<file path="config.mk">
export PLATFORM = sky130hd
export DESIGN_NAME = csa_accumulator
export DESIGN_NICKNAME = d
export VERILOG_FILES = /design/src/rtl/csa_pkg.sv /design/src/rtl/csa_row.sv /design/src/rtl/csa_accumulator.sv
export SDC_FILE = /design/constraint.sdc
export NUM_CORES = 1
export LEC_CHECK = 0
export BUFFER_PORTS_ARGS = -buffer_cell sky130_fd_sc_hd__buf_2
export CAP_MARGIN = 0
export CORE_AREA = 2 2 77 79
export DETAILED_ROUTE_END_ITERATION = 10
export DIE_AREA = 0 0 79 81
export PLACE_DENSITY = 0.78
export SLEW_MARGIN = 20
export SYNTH_ARGS = -nofsm -noshare
export SYNTH_HDL_FRONTEND = slang
export SYNTH_SLANG_ARGS = --single-unit
</file>
<file path="constraint.sdc">
create_clock -name clk -period 2.91 [get_ports clk]
set_input_delay 0.291 -clock clk [delete_from_list [all_inputs] [get_ports clk]]
set_output_delay 0.291 -clock clk [all_outputs]
set_load 0.01 [all_outputs]
</file>
<file path="src/rtl/csa_pkg.sv">
// Shared definitions for the carry-save accumulator: default widths,
// FSM state encoding and the resolver chunk-count helper.
package csa_pkg;

  localparam int DEF_WIDTH     = 8;
  localparam int DEF_ACC_WIDTH = 16;
  localparam int DEF_CHUNK     = 4;

  typedef enum logic [1:0] {
    ST_ACCUM   = 2'd0,
    ST_RESOLVE = 2'd1,
    ST_OUTPUT  = 2'd2
  } csa_state_e;

  // Number of carry-propagate steps needed to resolve the accumulator.
  function automatic int num_chunks(input int acc_width, input int chunk);
    return acc_width / chunk;
  endfunction

endpackage

</file>
<file path="src/rtl/csa_row.sv">
// One 3:2 compression row: no carry propagation, the carry vector is
// pre-shifted into its next-higher weight and the bit pushed out of the
// top is reported separately so the caller can track overflow.
module csa_row #(
  parameter int ACC_WIDTH = 16
) (
  input  logic [ACC_WIDTH-1:0] a,
  input  logic [ACC_WIDTH-1:0] b,
  input  logic [ACC_WIDTH-1:0] c,
  output logic [ACC_WIDTH-1:0] sum,
  output logic [ACC_WIDTH-1:0] carry_shifted,
  output logic                 carry_msb
);

  logic [ACC_WIDTH-1:0] w_maj;

  // Bitwise full-adder: parity is the sum, majority is the carry.
  always_comb begin
    w_maj         = (a & b) | (a & c) | (b & c);
    sum           = a ^ b ^ c;
    carry_shifted = {w_maj[ACC_WIDTH-2:0], 1'b0};
    carry_msb     = w_maj[ACC_WIDTH-1];
  end

endmodule

</file>
<file path="src/rtl/csa_accumulator.sv">
// Streaming accumulator holding its running total in carry-save form.
// Operands are compressed one per cycle; on the last beat of a packet the
// sum/carry pair is resolved CHUNK bits per cycle and presented on a
// valid/ready output together with a sticky overflow flag.
//
// state      | meaning
// -----------+-------------------------------------------------------
// ST_ACCUM   | accepting operands, compressing into S/C
// ST_RESOLVE | rippling S+C one chunk per cycle into the result
// ST_OUTPUT  | result held on out_data until out_ready
module csa_accumulator
  import csa_pkg::*;
#(
  parameter int WIDTH     = DEF_WIDTH,
  parameter int ACC_WIDTH = DEF_ACC_WIDTH,
  parameter int CHUNK     = DEF_CHUNK
) (
  input  logic                 clk,
  input  logic                 rst_n,
  input  logic                 in_valid,
  output logic                 in_ready,
  input  logic [WIDTH-1:0]     in_data,
  input  logic                 in_last,
  output logic                 out_valid,
  input  logic                 out_ready,
  output logic [ACC_WIDTH-1:0] out_data,
  output logic                 out_overflow,
  output logic                 busy
);

  localparam int NCH   = num_chunks(ACC_WIDTH, CHUNK);
  localparam int IDX_W = (NCH > 1) ? $clog2(NCH) : 1;

  if (ACC_WIDTH % CHUNK != 0) begin : g_bad_chunk
    $error("csa_accumulator: ACC_WIDTH must be a multiple of CHUNK");
  end
  if (ACC_WIDTH < WIDTH) begin : g_bad_width
    $error("csa_accumulator: ACC_WIDTH must be >= WIDTH");
  end

  csa_state_e           r_state;
  logic [ACC_WIDTH-1:0] r_s;
  logic [ACC_WIDTH-1:0] r_c;
  logic                 r_ovf;
  logic [IDX_W-1:0]     r_idx;
  logic                 r_cc;
  logic [ACC_WIDTH-1:0] r_res;
  logic                 r_res_ovf;
  logic                 r_in_ready;
  logic                 r_out_valid;
  logic                 r_busy;

  logic [ACC_WIDTH-1:0] w_x;
  logic [ACC_WIDTH-1:0] w_sum;
  logic [ACC_WIDTH-1:0] w_carry;
  logic                 w_carry_msb;
  logic [CHUNK-1:0]     w_s_k;
  logic [CHUNK-1:0]     w_c_k;
  logic [CHUNK:0]       w_csum;
  logic                 w_last_chunk;

  assign w_x = ACC_WIDTH'(in_data);

  csa_row #(.ACC_WIDTH(ACC_WIDTH)) u_row (
    .a             (r_s),
    .b             (r_c),
    .c             (w_x),
    .sum           (w_sum),
    .carry_shifted (w_carry),
    .carry_msb     (w_carry_msb)
  );

  // Chunk adder for the resolver: current slice of S and C plus the ripple carry.
  always_comb begin
    w_s_k        = r_s[int'(r_idx)*CHUNK +: CHUNK];
    w_c_k        = r_c[int'(r_idx)*CHUNK +: CHUNK];
    w_csum       = {1'b0, w_s_k} + {1'b0, w_c_k} + {{CHUNK{1'b0}}, r_cc};
    w_last_chunk = (r_idx == IDX_W'(NCH - 1));
  end

  // Control FSM with registered handshake/status outputs and datapath updates.
  always_ff @(posedge clk or negedge rst_n) begin
    if (!rst_n) begin
      r_state     <= ST_ACCUM;
      r_s         <= '0;
      r_c         <= '0;
      r_ovf       <= 1'b0;
      r_idx       <= '0;
      r_cc        <= 1'b0;
      r_res       <= '0;
      r_res_ovf   <= 1'b0;
      r_in_ready  <= 1'b1;
      r_out_valid <= 1'b0;
      r_busy      <= 1'b0;
    end else begin
      case (r_state)
        ST_ACCUM: begin
          if (in_valid && r_in_ready) begin
            r_s   <= w_sum;
            r_c   <= w_carry;
            r_ovf <= r_ovf | w_carry_msb;
            if (in_last) begin
              r_state    <= ST_RESOLVE;
              r_idx      <= '0;
              r_cc       <= 1'b0;
              r_in_ready <= 1'b0;
              r_busy     <= 1'b1;
            end
          end
        end
        ST_RESOLVE: begin
          r_res[int'(r_idx)*CHUNK +: CHUNK] <= w_csum[CHUNK-1:0];
          r_cc  <= w_csum[CHUNK];
          r_idx <= r_idx + 1'b1;
          if (w_last_chunk) begin
            r_ovf       <= r_ovf | w_csum[CHUNK];
            r_res_ovf   <= r_ovf | w_csum[CHUNK];
            r_state     <= ST_OUTPUT;
            r_out_valid <= 1'b1;
          end
        end
        ST_OUTPUT: begin
          if (out_ready) begin
            r_s         <= '0;
            r_c         <= '0;
            r_ovf       <= 1'b0;
            r_state     <= ST_ACCUM;
            r_out_valid <= 1'b0;
            r_in_ready  <= 1'b1;
            r_busy      <= 1'b0;
          end
        end
        default: begin
          r_state     <= ST_ACCUM;
          r_out_valid <= 1'b0;
          r_in_ready  <= 1'b1;
          r_busy      <= 1'b0;
        end
      endcase
    end
  end

  assign in_ready     = r_in_ready;
  assign out_valid    = r_out_valid;
  assign out_data     = r_res;
  assign out_overflow = r_res_ovf;
  assign busy         = r_busy;

endmodule

</file>
======== After elaboration in Yosys (flattened, before gate mapping) ========
Cells that the tools add are included.
word-level totals
  register bits after elaboration ......... 58
  input port bits ......................... 13
  output and inout port bits .............. 20
  logic and storage cells ................. 77
operators by class
  equality and inequality tests ........... 7
  bitwise logic cells ..................... 11
  reductions and logical operators ........ 12
  mux-type cells .......................... 28
  $add $sub $neg .......................... 4
  shifts and indexed selects .............. 4
operators by type and width
  operator                                                                  number
  16-bit case mux with 2 select lines                                       2
  16-bit two-way mux                                                        3
  4-bit negator with 33-bit output                                          1
  4-bit by 33-bit variable shift with 16-bit output (first input constant)  1
  4-bit by 33-bit variable part select with 16-bit output                   1
  16-bit by 8-bit bitwise AND with 16-bit output                            2
  16-bit OR                                                                 2
  16-bit by 5-bit variable part select with 4-bit output                    2
  16-bit bitwise AND                                                        1
  16-bit bitwise mux                                                        1
  16-bit bitwise XOR                                                        1
  16-bit by 8-bit bitwise XOR with 16-bit output                            1
  2-bit two-way mux                                                         6
  1-bit case mux with 3 select lines                                        4
  4-bit AND reduction                                                       3
  1-bit two-way mux                                                         9
  3-bit AND reduction                                                       3
  2-bit != test (second input constant)                                     4
  2-bit case mux with 3 select lines                                        1
  4-bit by 4-bit adder with 5-bit output                                    1
  5-bit by 1-bit adder with 5-bit output                                    1
  2-bit == test (second input constant)                                     2
  2-bit case mux with 2 select lines                                        1
  2-bit nonzero test                                                        2
  9 further kinds                                                           11

======== Logic depth before layout (Yosys ltp) ========
Gate-level depths: netlist (run 1).
  word-level depth ........................ 6
  mapped depth ............................ 11
  gate-level depth less buffers ........... 10

======== Cells and area by module ========
A second synthesis (run 1) with hierarchy kept.
second synthesis, totals
  cells, all modules ...................... 222
  area total of the unflattened synthesis .. 3109.2 um^2
by module, submodules not included
  module           area an instance (um^2)  instances  seq. area each (um^2)  cells an instance
  csa_accumulator  2777.7                   1          1452.6                 204
  csa_row          331.6                    1          0.0                    18

======== Least setup slack after synthesis (run 1) ========
Ideal clock, no wire load.
  path type ............................... reg2reg
  start point ............................. register r_idx[0]
  end point ............................... register r_ovf
  library setup time ...................... 0.126 ns
  cell stages (with the launch flop) ...... 10
  clock period less this slack ............ 2.451 ns
  buffers on the path ..................... 1
  arrival ................................. 2.325 ns
  slack ................................... 0.459 ns
  required time ........................... 2.784 ns
  cell sequence ........................... dfrtp_1 > buf_6 > mux4_2 > fa_1 > inv_1 > fa_1 > nor2b_1 > o21ai_1 > a21oi_1 > o32a_1
between the ends
  longest elaborated chain between the ends .. 6
  elaborated cells on any way between the ends .. 10
  those cells by class .................... 2 x add/sub; 2 x eq/ne; 2 x shift; 2 x mux; 1 x bitwise; 1 x reduce/logical
RTL lines
  item                                                                       line                                          RTL
  from (decl)                                                                csa_accumulator.sv:45                         logic [IDX_W-1:0] r_idx;
  from (signal assigned)                                                     csa_accumulator.sv:114                        r_idx <= r_idx + 1'b1;
  16-bit by 5-bit variable part select with 4-bit output (on tied branches)  csa_accumulator.sv:75, csa_accumulator.sv:76
  4-bit by 4-bit adder with 5-bit output                                     csa_accumulator.sv:77                         w_csum = {1'b0, w_s_k} + {1'b0, w_c_k} + {{CHUNK{1'b0}}, r_cc};
  5-bit by 1-bit adder with 5-bit output                                     csa_accumulator.sv:77
  1-bit OR                                                                   csa_accumulator.sv:116                        r_ovf <= r_ovf | w_csum[CHUNK];
  1-bit two-way mux                                                          csa_accumulator.sv:115                        if (w_last_chunk) begin
  1-bit case mux with 3 select lines                                         csa_accumulator.sv:96                         case (r_state)
  to (signal assigned)                                                       csa_accumulator.sv:101                        r_ovf <= r_ovf | w_carry_msb;
  to (signal assigned)                                                       csa_accumulator.sv:116
  to (decl)                                                                  csa_accumulator.sv:44                         logic r_ovf;
Several ways; a longest one is shown, not always the timed one. The select of a mux whose other input is x is not followed.
A chain may end at the register's enable or synchronous reset.

======== Worst setup path in the final report (run 1) ========
  start point ............................. register r_idx[1]
  end point ............................... register r_ovf
The elaborated chain is that of the path after synthesis.

==> flow_metrics.tcl, run 1 <==
set metrics [dict create \
    htreeDepth 3 \
    netlist_area_um2 2980 \
    synth_seq_area_share_pct 47.9 \
    clockBufferDepth 2 \
    power.density_nw_per_um2 915 \
    ys_ff_latch 57 \
    syn-num-nets 258 \
    root_buffer "clkbuf_8" \
    drc 0 \
    fillCellCount 475 \
    cts_made_buffers 9 \
    die_h_um 81 \
    outcome "finished clean" \
    yosysTopAreaCellShare_pct 47.0 \
    cp-end-kind "flip-flop" \
    via_per_inst 5.76 \
    die-area_um2 6400 \
    p_leak_nw 1.74 \
    worst_pin_slew_ns 0.802 \
    fmax_ghz 0.419 \
    vdd_drop_max_mv 0.448 \
    grt_pass1_wl_um 9620 \
    grt_overflow 0 \
    ys.flop_type "dfrtp_1" \
    postSynthCellCount 215 \
    io_buffers 32 \
    setup_tns_ns 0 \
    clock_skew_ns 0.0106 \
    hold_buffers 1 \
    area_growth_pct 14.2 \
    clock-sinks 57 \
    cp.required_ns 3.13 \
    grt_use_total_pct 20.3 \
    cts_tree "done" \
    synth_edf_count 0 \
    post_cts_resized 0 \
    cp_data_arrival_time_ns 2.61 \
    drt_iter0_drc 83 \
    grt_pass1_vias 1926 \
    wl_per_cell_um 17.0 \
    ant_nets 0 \
    yosysWarnings 0 \
    worst_slack_ns 0.522 \
    synth_area_leader_cell "dfrtp_1" \
    synth_area_per_cell_um2 13.9 \
    antenna_found_initial 0 \
    finalHoldViolations 0 \
    route.vias.total 1919 \
    fin_crit_sh_pct 82.1 \
    drv_cap 0 \
    core.rowCount 28 \
    slew_viol_final 0 \
    final_nets 296 \
    hold_class "in2reg" \
    maxSlewHeadroom_pct 46.3 \
    fin_area_um2 3400 \
    post-dp-hpwl_um 4090 \
    clk_latency_ns 0.34 \
    n_antenna_cell 0 \
    postCtsSetupBuffers 0 \
    synth.area.top_cells "dfrtp_1 (47%), a22o_1 (14%), ha_1 (8.8%), fa_1 (6.0%), mux4_2 (5.3%)" \
    drt_wl_total_um 5650 \
    synthArstFlopShare_pct 100 \
    yosysMostFrequentCell "dfrtp_1" \
    start_kind "flip-flop" \
    globalplace.congestion 0.773 \
    rsz0062_at_grt "no" \
    period_minus_slack_ns 2.39 \
    post-route-util_pct 60.0 \
    post_dp_cell_area_um2 3170 \
    setup_viol 0 \
    clkSlewWorstSetupHoldPaths_ns 0.07 \
    final_cells 333 \
    synth.distinct_cells 39 \
    firstDrtPassIters 4 \
    ios 33 \
    start_util_pct 52.5 \
    place_ws_ns 0.548 \
    core_area_um2 5680 \
    grt_max_degree 32 \
    die_w_um 79 \
    worstSetupPathType "reg2reg" \
    synthTopCellsByCount "dfrtp_1 (56), a22o_1 (48), ha_1 (21)" \
    drive_above_1_share_pct 27.5 \
    dp_cells 316 \
    path_max_fanout 8 \
]
layer usage:
metal  GRT usage, %  up-vias  wire length (µm)
met1           27.1      981              2610
met2           31.8       42              2760
met5              0        -                 0
li1               -      886                 -
met4           10.0        0                88
met3           4.56       10               200
sequential cells by signal, indices dropped and copies added, names as in the netlist, 2 cells and up:
signal    flops
out_data     16
r_idx         2
r_s          16
r_state       2
r_c          15
cells in the final DEF (no fill, tap or decap), drive strengths merged, types with 3 or more instances in the layout:
cell	Yosys	layout
a21o	3	3
a21oi	6	6
a22o	48	48
buf	10	36
clkbuf	0	11
dfrtp	56	56
fa	9	9
ha	21	21
inv	11	11
mux4	7	7
nand2	9	9
nand2b	3	3
nand3	3	3
nor2	5	5
nor2b	3	3
o21ai	4	4
kinds of logic (layout without fill, tap and decap cells):
logic type               after synthesis  in the layout  synth area share [%]
flip-flops                            57             57                  47.9
buffers and inverters                 21             64                  4.79
XOR/XNOR                               2              2                 0.588
adder cells (fa/ha/maj)               30             30                  14.9
AND/OR/NAND/NOR                       29             29                  7.01
multiplexers                           9              9                  5.96
AO/OA/AOI/OAI                         67             67                  18.9
final timing paths:
kind | from | endpoint | slack [ns] | cells after the start
max in group asynchronous | rst_n | r_c[8] | 1.61 | 3
min in group asynchronous | rst_n | r_cc | 0.49 | 2
worst min-delay path | in_data[0] | r_s[0] | 0.30 | 3
worst max register to register | r_idx[1] | r_ovf | 0.52 | 8
worst min register to register | out_overflow | out_overflow | 0.50 | 1
worst max-delay path | r_idx[1] | r_ovf | 0.52 | 8
power breakdown:
group          switching, mW  total, mW  internal (mW)
logic                  0.704       1.19          0.482
clock network          0.322      0.847          0.525
registers              0.131       1.08          0.953
total                   1.16       3.12           1.96
final cells by class:
cell class / count / area [µm²] / share of cell area [%]
Timing Repair Buffer: 37 / 200 / 5.88
Clock inverter: 5 / 77.6 / 2.28
Multi-Input combinational cell: 137 / 1410 / 41.4
Inverter: 11 / 43.8 / 1.29
Sequential cell: 57 / 1430 / 41.9
Tap cell: 75 / 93.8 / 2.76
Clock buffer: 11 / 151 / 4.45
worst max-delay path, cell delays in order (launching register included):
cell,delay (ns)
dfrtp_1,0.54
mux4_2,0.37
fa_1,0.42
inv_1,0.08
fa_1,0.20
nor2b_1,0.06
o21ai_1,0.20
a21oi_1,0.10
o32a_1,0.29
through the flow:
stage	power (mW)	hold slack, ns
floorplan	2.07	-0.00459
global placement	2.27	0.340
detailed placement	2.29	0.335
CTS	3.15	0.293
global route	3.33	0.297
finish	3.12	0.305
Power figures use the tool's default switching activity.
==> inputs of run 2 (changes only) <==
--- a/config.mk
+++ b/config.mk
@@ -5,11 +5,12 @@
 export SDC_FILE = /design/constraint.sdc
 export NUM_CORES = 1
 export LEC_CHECK = 0
+export ABC_AREA = 1
 export BUFFER_PORTS_ARGS = -buffer_cell sky130_fd_sc_hd__buf_2
 export CAP_MARGIN = 0
-export CORE_AREA = 2 2 77 79
+export CORE_AREA = 2 2 79 81
 export DETAILED_ROUTE_END_ITERATION = 10
-export DIE_AREA = 0 0 79 81
+export DIE_AREA = 0 0 81 83
 export PLACE_DENSITY = 0.78
 export SLEW_MARGIN = 20
 export SYNTH_ARGS = -nofsm -noshare
==> constraint.sdc (replaced) <==
create_clock -name clk -period 2.2 [get_ports clk]
set_input_delay 0.22 -clock clk [delete_from_list [all_inputs] [get_ports clk]]
set_output_delay 0.22 -clock clk [all_outputs]
set_load 0.01 [all_outputs]
==> flow_metrics.tcl, run 2 <==
set metrics [dict create \
    synth_compound_area_share_pct 13.7 \
    cts_tree "done" \
    power.density_nw_per_um2 565 \
    firstDrtPassIters 4 \
    synth_top_family_by_area "simple AND/OR/NAND/NOR gates" \
    yosysWarnings 0 \
    drc 0 \
    route.vias.total 2688 \
    p_total_mw 2.11 \
    syn-num-nets 408 \
    crit_family "adder cells" \
    ios 33 \
    grt_pass1_vias 2571 \
    synth_seq_area_share_pct 45.3 \
    pwr-share-comb_pct 2.1 \
    p_leak_nw 2.00 \
    critPathLaunch "r_idx[0]" \
    synth.distinct_cells 29 \
    vdd_drop_max_mv 0.348 \
    cpMaxStageDelayCell "dfrtp_2" \
    finalHoldViolations 0 \
    start_kind "flip-flop" \
    synth.area.top_cells "dfrtp_1 (44%), nand2_1 (10%), o21ai_0 (8.6%), ha_1 (8.3%), nand3_1 (6.0%)" \
    io_buffers 32 \
    path_max_fanout 10 \
    drive_above_1_share_pct 21.3 \
    grt_overflow 0 \
    synthAdderAreaFrac_pct 14.1 \
    fin_area_um2 3730 \
    fillCellCount 494 \
    ys.flop_type "dfrtp_1" \
    synth_xor_area_share_pct 0.278 \
    drv_cap 0 \
    die_w_um 81 \
    path_cells "inv_4 -> o21ai_0 -> o22ai_1 -> fa_2 -> inv_2 -> fa_2 -> xor2_2 -> nor2_1 -> nand2_1 -> o21ai_1" \
    synth_area_per_cell_um2 8.63 \
    path_common_cell "fa_2" \
    die-area_um2 6720 \
    cpPeakStageDelay_ns 0.44 \
    outcome "finished clean" \
    ys_ff_latch 57 \
    min_from "in_data[0]" \
    grt_pass1_wl_um 12100 \
    timing.rr.start "r_idx[0]" \
    grt_max_degree 58 \
    n_antenna_cell 0 \
    post_dp_cell_area_um2 3440 \
    cp-end-kind "flip-flop" \
    core_area_um2 5820 \
    maxSlewHeadroom_pct 67.5 \
    cp.required_ns 2.46 \
    synth_area_leader_cell "dfrtp_1" \
    yosysTopAreaCellShare_pct 44.5 \
    ant_nets 0 \
    clock-sinks 57 \
    mostFrequentLayoutCells "nand2_1 (83), dfrtp_1 (55), o21ai_0 (49)" \
    synth_edf_count 0 \
    clk_latency_ns 0.35 \
    fmax_ghz 0.463 \
    htreeDepth 3 \
    synthSimpleGateAreaFrac_pct 20.7 \
    synthTopCellsByCount "nand2_1 (85), dfrtp_1 (56), o21ai_0 (54)" \
    drt_iter0_drc 159 \
    hold_class "in2reg" \
    cts_made_buffers 9 \
    post-dp-hpwl_um 5050 \
    area_growth_pct 18.5 \
    drt_wl_total_um 7110 \
    p_switching_mw 0.430 \
    setup_viol 0 \
    synthArstFlopShare_pct 100 \
    setup_tns_ns 0 \
    period_minus_slack_ns 2.16 \
    core.rowCount 28 \
    yosysMostFrequentCell "nand2_1" \
    critical_path_buf_inv_count 2 \
    wl_per_cell_um 14.6 \
    synth.area.mux_share_pct 0 \
    root_buffer "clkbuf_8" \
    seq_power_share_pct 49.7 \
    globalplace.congestion 0.847 \
    cp_data_arrival_time_ns 2.43 \
    worst_pin_slew_ns 0.487 \
    power_frac_clock_pct 48.2 \
    worstSetupPathType "reg2reg" \
    postSynthCellCount 365 \
    swShare_pct 20.4 \
    final_nets 451 \
    via_per_inst 5.51 \
    netlist_area_um2 3150 \
    fin_crit_sh_pct 98.2 \
    final_common_cell "nand2_1" \
    rsz0062_at_grt "yes" \
    internal_power_mw 1.68 \
    antenna_found_initial 0 \
    clockBufferDepth 2 \
    clkSlewWorstSetupHoldPaths_ns 0.06 \
    start_util_pct 54.2 \
    slew_viol_final 0 \
    die_h_um 83 \
    grt_use_total_pct 23.6 \
    clock_skew_ns 0.0105 \
]
run 2: per-layer routing:
metal	up-vias	routed length [µm]	part of all wire (%)	GRT usage, %
met4	0	122	1.7	9.40
met3	11	356	5.0	5.87
li1	1307	-	-	-
met1	1305	3150	44	31.0
met2	65	3480	49	37.3
met5	-	0	0	0
run 2: worst min-delay path, stage by stage:
cell	delay [ns]
buf_2	0.08
ha_1	0.12
nand3_1	0.07
nand2_1	0.06
run 2: through the flow:
stage | worst slack (ns) | hold slack [ns] | util (%) | std cells
3_5_place_dp | -0.0171 | 0.244 | 59.1 | 469
4_1_cts | 0.00235 | 0.228 | 63.1 | 486
5_1_grt | -0.105 | 0.253 | 64.2 | 488
6_report | 0.0390 | 0.240 | 64.2 | 488
2_1_floorplan | 0.0193 | -0.0756 | - | 365
3_3_place_gp | 0.0702 | 0.244 | 59.1 | 469
run 2: cell families after synthesis:
family,Yosys count
adder cells (fa/ha/maj),30
XOR/XNOR,1
buffers and inverters,44
AND/OR/NAND/NOR,154
AO/OA/AOI/OAI,79
flip-flops,57
run 2: layout make-up:
type                       instances  area, µm²  share of cell area, %
clock inverter                     2       35.0                  0.938
sequential                        57       1430                   38.3
timing repair buffer              50        312                   8.34
multi-input combinational        264       1590                   42.6
clock buffer                      14        173                   4.62
tap                               75       93.8                   2.51
inverter                          26        100                   2.68
run 2: worst paths after layout:
kind	end	cells after the start	slack, ns
worst max-delay path	out_data[14]	10	0.04
worst min-delay path	r_s[0]	4	0.24
worst max register to register	out_data[14]	10	0.04
worst min register to register	in_ready	2	0.47
max in group asynchronous	in_ready	3	1.51
min in group asynchronous	out_data[15]	3	0.39
run 2: power groups by stage:
stage	clock network [mW]	logic (mW)	registers, mW
after detailed placement	0	0.0445	1.07
after floorplan	0	0.00479	1.07
after CTS	1.03	0.0460	1.05
after global routing	1.09	0.0526	1.05
final	1.02	0.0438	1.05
after global placement	0	0.0436	1.07
run 2: what timing repair did:
action                                 4_1_cts  5_1_grt
pin swaps                                    1       10
gates cloned                                 0        1
setup endpoints to repair                    4       12
hold buffers                                 1        0
endpoints found under the hold margin       56        0
buffers inserted                             0        1
gates resized for setup                      7       18
==> inputs of run 3 (changes only) <==
--- a/config.mk
+++ b/config.mk
@@ -11,7 +11,7 @@
 export CORE_AREA = 2 2 79 81
 export DETAILED_ROUTE_END_ITERATION = 10
 export DIE_AREA = 0 0 81 83
-export PLACE_DENSITY = 0.78
+export PLACE_DENSITY_LB_ADDON = 0.3
 export SLEW_MARGIN = 20
 export SYNTH_ARGS = -nofsm -noshare
 export SYNTH_HDL_FRONTEND = slang
==> flow_metrics.tcl, run 3 (synthesis gave the netlist of run 2 again) <==
set metrics [dict create \
    outcome "finished clean" \
    p_switching_mw 0.444 \
    rsz0062_at_grt "yes" \
    final_nets 450 \
    drc 0 \
    swShare_pct 22.2 \
    clkSlewWorstSetupHoldPaths_ns 0.07 \
    mostFrequentLayoutCells "nand2_1 (84), dfrtp_1 (54), o21ai_0 (48)" \
    die_h_um 83 \
    start_util_pct 54.2 \
    pwr-share-comb_pct 2.3 \
    start_kind "flip-flop" \
    ant_nets 0 \
    core.rowCount 28 \
    internal_power_mw 1.56 \
    crit_family "adder cells" \
    drt_wl_total_um 7270 \
    path_max_fanout 7 \
    grt_overflow 0 \
    ios 33 \
    die-area_um2 6720 \
    cts_made_buffers 9 \
    slew_viol_final 0 \
    fin_area_um2 3700 \
    cts_tree "done" \
    clock-sinks 57 \
    path_cells "a21oi_1 -> o21ai_1 -> o31ai_2 -> fa_2 -> inv_2 -> fa_2 -> xor2_2 -> nor2_1 -> nand2_1 -> o21ai_0" \
    p_leak_nw 1.98 \
    fmax_ghz 0.471 \
    final_common_cell "nand2_1" \
    cpPeakStageDelay_ns 0.47 \
    drt_iter0_drc 160 \
    grt_pass1_vias 2658 \
    clockBufferDepth 2 \
    hold_class "in2reg" \
    clock_skew_ns 0.00837 \
    n_antenna_cell 0 \
    core_area_um2 5820 \
    period_minus_slack_ns 2.12 \
    grt_pass1_wl_um 12600 \
    drive_above_1_share_pct 20.4 \
    root_buffer "clkbuf_8" \
    finalHoldViolations 0 \
    io_buffers 32 \
    die_w_um 81 \
    power.density_nw_per_um2 541 \
    whs_ns 0.253 \
    worst_pin_slew_ns 0.660 \
    cpMaxStageDelayCell "dfrtp_2" \
    cp-end-kind "flip-flop" \
    area_growth_pct 17.3 \
    cp.required_ns 2.47 \
    path_common_cell "fa_2" \
    firstDrtPassIters 4 \
    worstSetupPathType "reg2reg" \
    route.vias.total 2684 \
    post_dp_cell_area_um2 3430 \
    antenna_found_initial 0 \
    dp_cells 466 \
    grt_use_total_pct 24.1 \
    via_per_inst 5.52 \
    globalplace.congestion 0.809 \
    p_total_mw 2.00 \
    maxSlewHeadroom_pct 56.0 \
    post-dp-hpwl_um 5030 \
    critical_path_buf_inv_count 1 \
    r2r_slack_ns 0.08 \
    vdd_drop_max_mv 0.295 \
    cp_data_arrival_time_ns 2.39 \
    power_frac_clock_pct 45.3 \
    setup_viol 0 \
    fin_crit_sh_pct 96.6 \
    wl_per_cell_um 15.0 \
    post-route-util_pct 63.6 \
    htreeDepth 3 \
    grt_max_degree 33 \
    clk_latency_ns 0.35 \
    fillCellCount 524 \
    drv_cap 0 \
    seq_power_share_pct 52.4 \
    final_cells 486 \
]
## run 3: repair_timing
item | in CTS | in global routing
gates resized for setup | 5 | 16
endpoints found under the hold margin | 26 | 0
pin swaps | 1 | 2
buffers inserted | 3 | 1
hold buffers | 1 | 0
endpoints found under the setup margin | 6 | 11
## run 3: metal layers
metal  share of wire (%)  wire length, µm  global-route usage [%]  vias to the layer above
met5                   0                0                       0                        -
met4                 1.8              129                    10.2                        0
met3                 4.0              290                    4.46                       14
met2                  49             3540                    37.3                       64
met1                  46             3310                    33.0                     1302
li1                    -                -                       -                     1304
## run 3: tightest hold or removal path, delay by kind of cell
kind	cells	cell delay, ns
adder cells (fa/ha/maj)	1	0.13
buffers and inverters	1	0.09
AND/OR/NAND/NOR	2	0.13
## run 3: power groups by stage
| stage | clock (mW) | combinational (mW) | sequential, mW |
|---|---|---|---|
| 2_1_floorplan | 0 | 0.00479 | 1.07 |
| 3_3_place_gp | 0 | 0.0443 | 1.07 |
| 3_5_place_dp | 0 | 0.0452 | 1.07 |
| 4_1_cts | 0.921 | 0.0471 | 1.05 |
| 5_1_grt | 0.975 | 0.0527 | 1.05 |
| 6_report | 0.907 | 0.0453 | 1.05 |
## run 3: worst paths after layout
path                                 start  depth (start not counted)      endpoint
worst max-delay path              r_idx[0]                         10  out_data[14]
worst min-delay path            in_data[0]                          4        r_s[0]
worst max register to register    r_idx[0]                         10  out_data[14]
worst min register to register    in_ready                          2      in_ready
max in group asynchronous            rst_n                          3      in_ready
min in group asynchronous            rst_n                          2  out_data[15]
## run 3: layout make-up
type | instances | area (µm²) | share of cell area [%]
Inverter | 26 | 100 | 2.71
Clock inverter | 2 | 12.5 | 0.339
Timing Repair Buffer | 49 | 315 | 8.53
Sequential cell | 57 | 1430 | 38.7
Clock buffer | 13 | 169 | 4.57
Tap cell | 75 | 93.8 | 2.54
Multi-Input combinational cell | 264 | 1580 | 42.6
## run 3: stage by stage
stage,setup TNS [ns],setup slack [ns]
2_1_floorplan,0,0.0193
3_3_place_gp,0,0.0439
3_5_place_dp,-0.137,-0.0438
4_1_cts,0,0.0169
5_1_grt,-0.0580,-0.0394
6_report,0,0.0753
